## src/rtl/vec_int_ctrl.sv

```systemverilog
// rtl/vec_int_ctrl.sv - vectored interrupt controller: sync, edge/level trigger, mask, priority, EPC capture
//
// Ports:
//   clk         system clock
//   rst         asynchronous, active-low reset
//   irq_in      raw asynchronous request lines, one per channel
//   mask_we     mask register write strobe
//   mask_wdata  new mask value (1 = channel enabled)
//   int_take    one-cycle pulse: control FSM enters its interrupt state
//   epc_in      current PC, captured when int_take is accepted
//   rfe         one-cycle pulse: return-from-exception executed
//   int_req     interrupt request to the control FSM
//   int_vector  handler address of the granted channel
//   active_ch   granted channel index
//   epc_out     saved return PC
//   in_service  handler running, global enable cleared
//   mask_q      current mask register
//   pending_q   current pending bits
module vec_int_ctrl #(
    parameter int                N_CH        = 4,
    parameter int                ADDR_W      = 32,
    parameter logic [ADDR_W-1:0] VEC_BASE    = 'h100,
    parameter int                VEC_STRIDE  = 16,
    parameter int                SYNC_STAGES = 2,
    parameter logic [N_CH-1:0]   EDGE_MASK   = '1,
    parameter bit                PRIO_RR     = 1'b0,
    parameter logic [N_CH-1:0]   MASK_RST    = '1
) (
    input  logic                                      clk,
    input  logic                                      rst,
    input  logic [N_CH-1:0]                           irq_in,
    input  logic                                      mask_we,
    input  logic [N_CH-1:0]                           mask_wdata,
    input  logic                                      int_take,
    input  logic [ADDR_W-1:0]                         epc_in,
    input  logic                                      rfe,
    output logic                                      int_req,
    output logic [ADDR_W-1:0]                         int_vector,
    output logic [((N_CH > 1) ? $clog2(N_CH) : 1)-1:0] active_ch,
    output logic [ADDR_W-1:0]                         epc_out,
    output logic                                      in_service,
    output logic [N_CH-1:0]                           mask_q,
    output logic [N_CH-1:0]                           pending_q
);

    localparam int CH_W = (N_CH > 1) ? $clog2(N_CH) : 1;

    typedef enum logic [1:0] {
        ST_IDLE,
        ST_PEND,
        ST_SERVICE
    } state_t;

    state_t          state;
    logic [N_CH-1:0] sync_q [SYNC_STAGES];
    logic [N_CH-1:0] prev_q;
    logic            gie;
    logic [CH_W-1:0] rr_ptr;

    logic [N_CH-1:0] sync_lvl;
    logic [N_CH-1:0] rise;
    logic [N_CH-1:0] clr;
    logic [N_CH-1:0] pending_d;
    logic [N_CH-1:0] eligible;
    logic            take_ok;
    logic            rfe_ok;
    logic            win_found;
    logic [CH_W-1:0] win_idx;
    logic [CH_W-1:0] next_ptr;

    assign sync_lvl = sync_q[SYNC_STAGES-1];
    assign rise     = sync_lvl & ~prev_q;
    assign take_ok  = (state == ST_PEND) && int_take;
    assign rfe_ok   = (state == ST_SERVICE) && rfe;
    assign eligible = pending_q & mask_q & {N_CH{gie}};

    // Only edge channels are cleared by the block; level channels follow the line.
    always_comb begin
        clr = '0;
        for (int i = 0; i < N_CH; i++) begin
            clr[i] = take_ok && (active_ch == CH_W'(i)) && EDGE_MASK[i];
        end
    end

    // A new edge in the same cycle as the clear keeps the bit set so the
    // second request is not lost.
    assign pending_d = (EDGE_MASK & (rise | (pending_q & ~clr)))
                     | (~EDGE_MASK & sync_lvl);

    // Winner search: start at channel 0 (fixed) or at rr_ptr (round-robin),
    // walk upward with wrap, take the first eligible channel.
    always_comb begin : p_win
        int idx;
        idx       = 0;
        win_found = 1'b0;
        win_idx   = '0;
        for (int k = 0; k < N_CH; k++) begin
            idx = PRIO_RR ? ((int'(rr_ptr) + k) % N_CH) : k;
            if (!win_found && eligible[idx]) begin
                win_found = 1'b1;
                win_idx   = CH_W'(idx);
            end
        end
    end

    assign next_ptr = (active_ch == CH_W'(N_CH - 1)) ? '0 : active_ch + CH_W'(1);

    // Synchroniser chain, edge-detect history, pending and mask registers.
    always_ff @(posedge clk or negedge rst) begin
        if (!rst) begin
            for (int s = 0; s < SYNC_STAGES; s++) begin
                sync_q[s] <= '0;
            end
            prev_q    <= '0;
            pending_q <= '0;
            mask_q    <= MASK_RST;
        end else begin
            sync_q[0] <= irq_in;
            for (int s = 1; s < SYNC_STAGES; s++) begin
                sync_q[s] <= sync_q[s-1];
            end
            prev_q    <= sync_lvl;
            pending_q <= pending_d;
            if (mask_we) begin
                mask_q <= mask_wdata;
            end
        end
    end

    // Request/service FSM. All outputs are registered here; once a request
    // is raised it stays frozen until the control FSM takes it.
    always_ff @(posedge clk or negedge rst) begin
        if (!rst) begin
            state      <= ST_IDLE;
            gie        <= 1'b1;
            rr_ptr     <= '0;
            int_req    <= 1'b0;
            int_vector <= VEC_BASE;
            active_ch  <= '0;
            epc_out    <= '0;
            in_service <= 1'b0;
        end else begin
            case (state)
                ST_IDLE: begin
                    if (win_found) begin
                        active_ch  <= win_idx;
                        int_vector <= VEC_BASE + ADDR_W'(win_idx) * ADDR_W'(VEC_STRIDE);
                        int_req    <= 1'b1;
                        state      <= ST_PEND;
                    end
                end
                ST_PEND: begin
                    if (take_ok) begin
                        epc_out    <= epc_in;
                        gie        <= 1'b0;
                        int_req    <= 1'b0;
                        in_service <= 1'b1;
                        state      <= ST_SERVICE;
                    end
                end
                ST_SERVICE: begin
                    if (rfe_ok) begin
                        gie        <= 1'b1;
                        in_service <= 1'b0;
                        rr_ptr     <= next_ptr;
                        state      <= ST_IDLE;
                    end
                end
                default: begin
                    state <= ST_IDLE;
                end
            endcase
        end
    end

endmodule

```

## config.mk

```make
export PLATFORM = sky130hd
export DESIGN_NAME = vec_int_ctrl
export DESIGN_NICKNAME = d
export VERILOG_FILES = /design/src/rtl/vec_int_ctrl.sv
export SDC_FILE = /design/constraint.sdc
export NUM_CORES = 1
export LEC_CHECK = 0
export BUFFER_PORTS_ARGS = -buffer_cell sky130_fd_sc_hd__buf_4
export CAP_MARGIN = 20
export CORE_MARGIN = 5
export CORE_UTILIZATION = 35
export DETAILED_ROUTE_END_ITERATION = 8
export GPL_TIMING_DRIVEN = 0
export SLEW_MARGIN = 20
export SYNTH_ARGS = -nofsm -noshare
export SYNTH_HDL_FRONTEND = slang
export SYNTH_SLANG_ARGS = --single-unit
```

## constraint.sdc

```tcl
create_clock -name clk -period 1.65 [get_ports clk]
set_clock_uncertainty 0.15 [all_clocks]
set_input_delay 0.165 -clock clk [delete_from_list [all_inputs] [get_ports clk]]
set_output_delay 0.165 -clock clk [all_outputs]
set_load 0.03 [all_outputs]
```

==> results_dict.tcl <==
set metrics [dict create \
    drt_iter0_drc 39 \
    worstSetupStartpoint "int_take" \
    dp_hpwl_um 3780 \
    cp-end-kind "register" \
    fin_crit_ns 1.56 \
    avgSynthCellArea_um2 14.1 \
    port_buffers 90 \
    synth.largest_area_cell "dfrtp_1" \
    postLayoutSetupSlackWorst_ns 0.0934 \
    place_congestion 0.777 \
    grt_start_max_net_pins 60 \
    required_ns 1.71 \
    r2r-end "epc_out[19]$_DFFE_PN0P_" \
    setup_viol 0 \
    fmax_mhz 642 \
    netlist_area_um2 2440 \
    yosysWarningCount 0 \
    final_nets 398 \
    grt_pass1_wl_um 10000 \
    vdd_drop_max_v 0.00112 \
    synth.distinct_cells 19 \
    cts_sinks 59 \
    postPlaceCellArea_um2 3350 \
    ant_nets 0 \
    wl_per_cell_um 13.2 \
    synth.area.top_cells "dfrtp_1 (55%), mux2_2 (10%), buf_4 (9.8%)" \
    pre_cts_ws_ns 0.0504 \
    fin_area_um2 4020 \
    grt_overflow 0 \
    power.leakage_uw 0.00202 \
    netlist_instances 174 \
    dieArea_um2 8760 \
    antenna_found_initial 0 \
    start_kind "input pin" \
    cap_violations 0 \
    final_hold_viol_count 0 \
    htreeDepth 3 \
    power.density_nw_per_um2 1750 \
    path_class "input pin to register" \
    grt_pass1_vias 2068 \
    post-route-period-util_pct 94.3 \
    route.detailed.drc 0 \
    die_y_um 93.6 \
    pin_count 121 \
    nFillCells 572 \
    cts_root_buf "clkbuf_8" \
    clk_pin_slew_ns 0.06 \
    slew_headroom_pct 51.1 \
    insertion_delay_ns 0.33 \
    diodes 0 \
    crit_arrival_ns 1.62 \
    std_cell_rows 30 \
    start_util_pct 36.0 \
    r2r-start "state[1]$_DFFE_PN0P_" \
    hp-class "register to register" \
    reg2reg_depth 4 \
    grtUsageTotal_pct 14.8 \
    ys_seq_area_share_pct 60.6 \
    cts_tree "yes" \
    outcome "finished, final reports clean" \
    vias 1848 \
    final_layout_size_suffix_gt1_share_pct 51.7 \
    worst_pin_slew_ns 0.734 \
    fp.coreArea_um2 6790 \
    reg2reg_slack_ns 0.10 \
    ys_ff_latch 59 \
    numCtsBuffers 9 \
    areaGrowthSynthToFinish_pct 64.3 \
    die_width_um 93.6 \
    cts_buffer_depth 2 \
    crit_end "epc_out[19]$_DFFE_PN0P_" \
    rsz0062_at_grt "no" \
    finalMaxSlewViolations 0 \
    synth_top_area_share_pct 55.3 \
    cp_max_fo 10 \
    viasPerCell 4.07 \
    drt_pass1_iterations 4 \
    drt-total-wl_um 6010 \
    hp-start "sync_q[4]$_DFF_PN0_" \
    finalSetupTns_ns 0 \
]
through the flow:
stage / util [%] / total power, uW / hold WS (ns) / std cells
2_1_floorplan: - / 4520 / -0.281 / 202
3_3_place_gp: 49.2 / 5670 / 0.125 / 388
3_5_place_dp: 49.2 / 5730 / 0.126 / 388
4_1_cts: 58.8 / 7040 / 0.203 / 451
5_1_grt: 59.1 / 7440 / 0.219 / 454
6_report: 59.1 / 7010 / 0.198 / 454
critical path, stage by stage:
cell and delay [ns]:
dlygate4sd3_1 0.54, buf_4 0.15, nand3b_1 0.12, buf_6 0.15, buf_6 0.18, mux2_4 0.32
routing by layer:
metal,routed length [um],track usage (%),vias up
met5,0,0,-
met3,661,6.68,9
met1,2250,15.1,861
li1,-,-,882
met2,3010,26.1,96
met4,84,6.38,0
repair_timing:
item | CTS | global route
endpoints found under the hold margin | 98 | 0
endpoints found under the setup margin | 1 | 6
gates resized for setup | 1 | 2
buffers inserted | 0 | 3
hold buffers | 47 | 0
layout make-up:
class / instances / area (um2) / area share [%]
clock inverter: 2 / 10.0 / 0.249
sequential: 59 / 1480 / 36.9
multi-input combinational: 101 / 771 / 19.2
timing repair buffer: 140 / 1170 / 29.1
buffer: 36 / 279 / 6.94
tap: 96 / 120 / 2.99
inverter: 6 / 22.5 / 0.561
clock buffer: 14 / 163 / 4.05
cell usage in the layout, fill, tap and decap left out, types with 3 or more instances in the layout:
cell type / n
o21ai_0: 10
conb_1: 30
buf_4: 125
mux2_2: 22
clkbuf_8: 11
a22o_1: 3
a21oi_1: 7
buf_6: 3
inv_1: 6
dlygate4sd3_1: 47
clkbuf_1: 3
nand2_1: 6
mux2_4: 14
dfrtp_1: 53
dfstp_2: 5
where the power goes:
part	switching [uW]	total (uW)	internal, uW
sequential	407	2430	2020
clock	526	1150	624
combinational	1860	3440	1580
total	2790	7010	4220
sequential cells by signal, summed over array words and instances, names as in the netlist:
| signal | cells |
|---|---|
| epc_out | 32 |
| mask_q | 4 |
| pending_q | 4 |
| prev_q | 4 |
| sync_lvl | 4 |
| sync_q | 4 |
| int_vector | 2 |
| state | 2 |
| gie | 1 |
| in_service | 1 |
| int_req | 1 |
cells by family (layout without fill, tap and decap cells):
kind of cell	count (synthesis)	in the layout	synth area share [%]
flops	59	59	60.6
buf+inv	42	198	12.3
mux	36	36	18.7
compound gates	24	24	5.78
simple gates	11	11	2.20
other cells	2	30	0.307
Yosys cell counts:
master / n
buf_2: 1
nor3b_1: 1
conb_1: 2
a32o_1: 1
o21ai_0: 11
a21oi_1: 7
mux2_4: 14
nand2b_1: 2
nand3b_1: 1
mux2_2: 22
dfstp_2: 5
buf_4: 32
dfrtp_1: 54
a22o_1: 3
buf_6: 3
inv_1: 6
nand2_1: 6
nor2_1: 1
o31ai_1: 2
worst min-delay path by stage:
stage | slack [ns] | cells after the start | endpoint
floorplan | -0.28 | 0 | epc_out[0]$_DFFE_PN0P_
global placement | 0.13 | 1 | sync_q[5]$_DFF_PN0_
detailed placement | 0.13 | 1 | epc_out[24]$_DFFE_PN0P_
CTS | 0.20 | 0 | sync_lvl[2]$_DFF_PN0_
global route | 0.22 | 0 | sync_lvl[1]$_DFF_PN0_
finish | 0.20 | 0 | sync_lvl[0]$_DFF_PN0_
(Power assumes the default switching activity.)
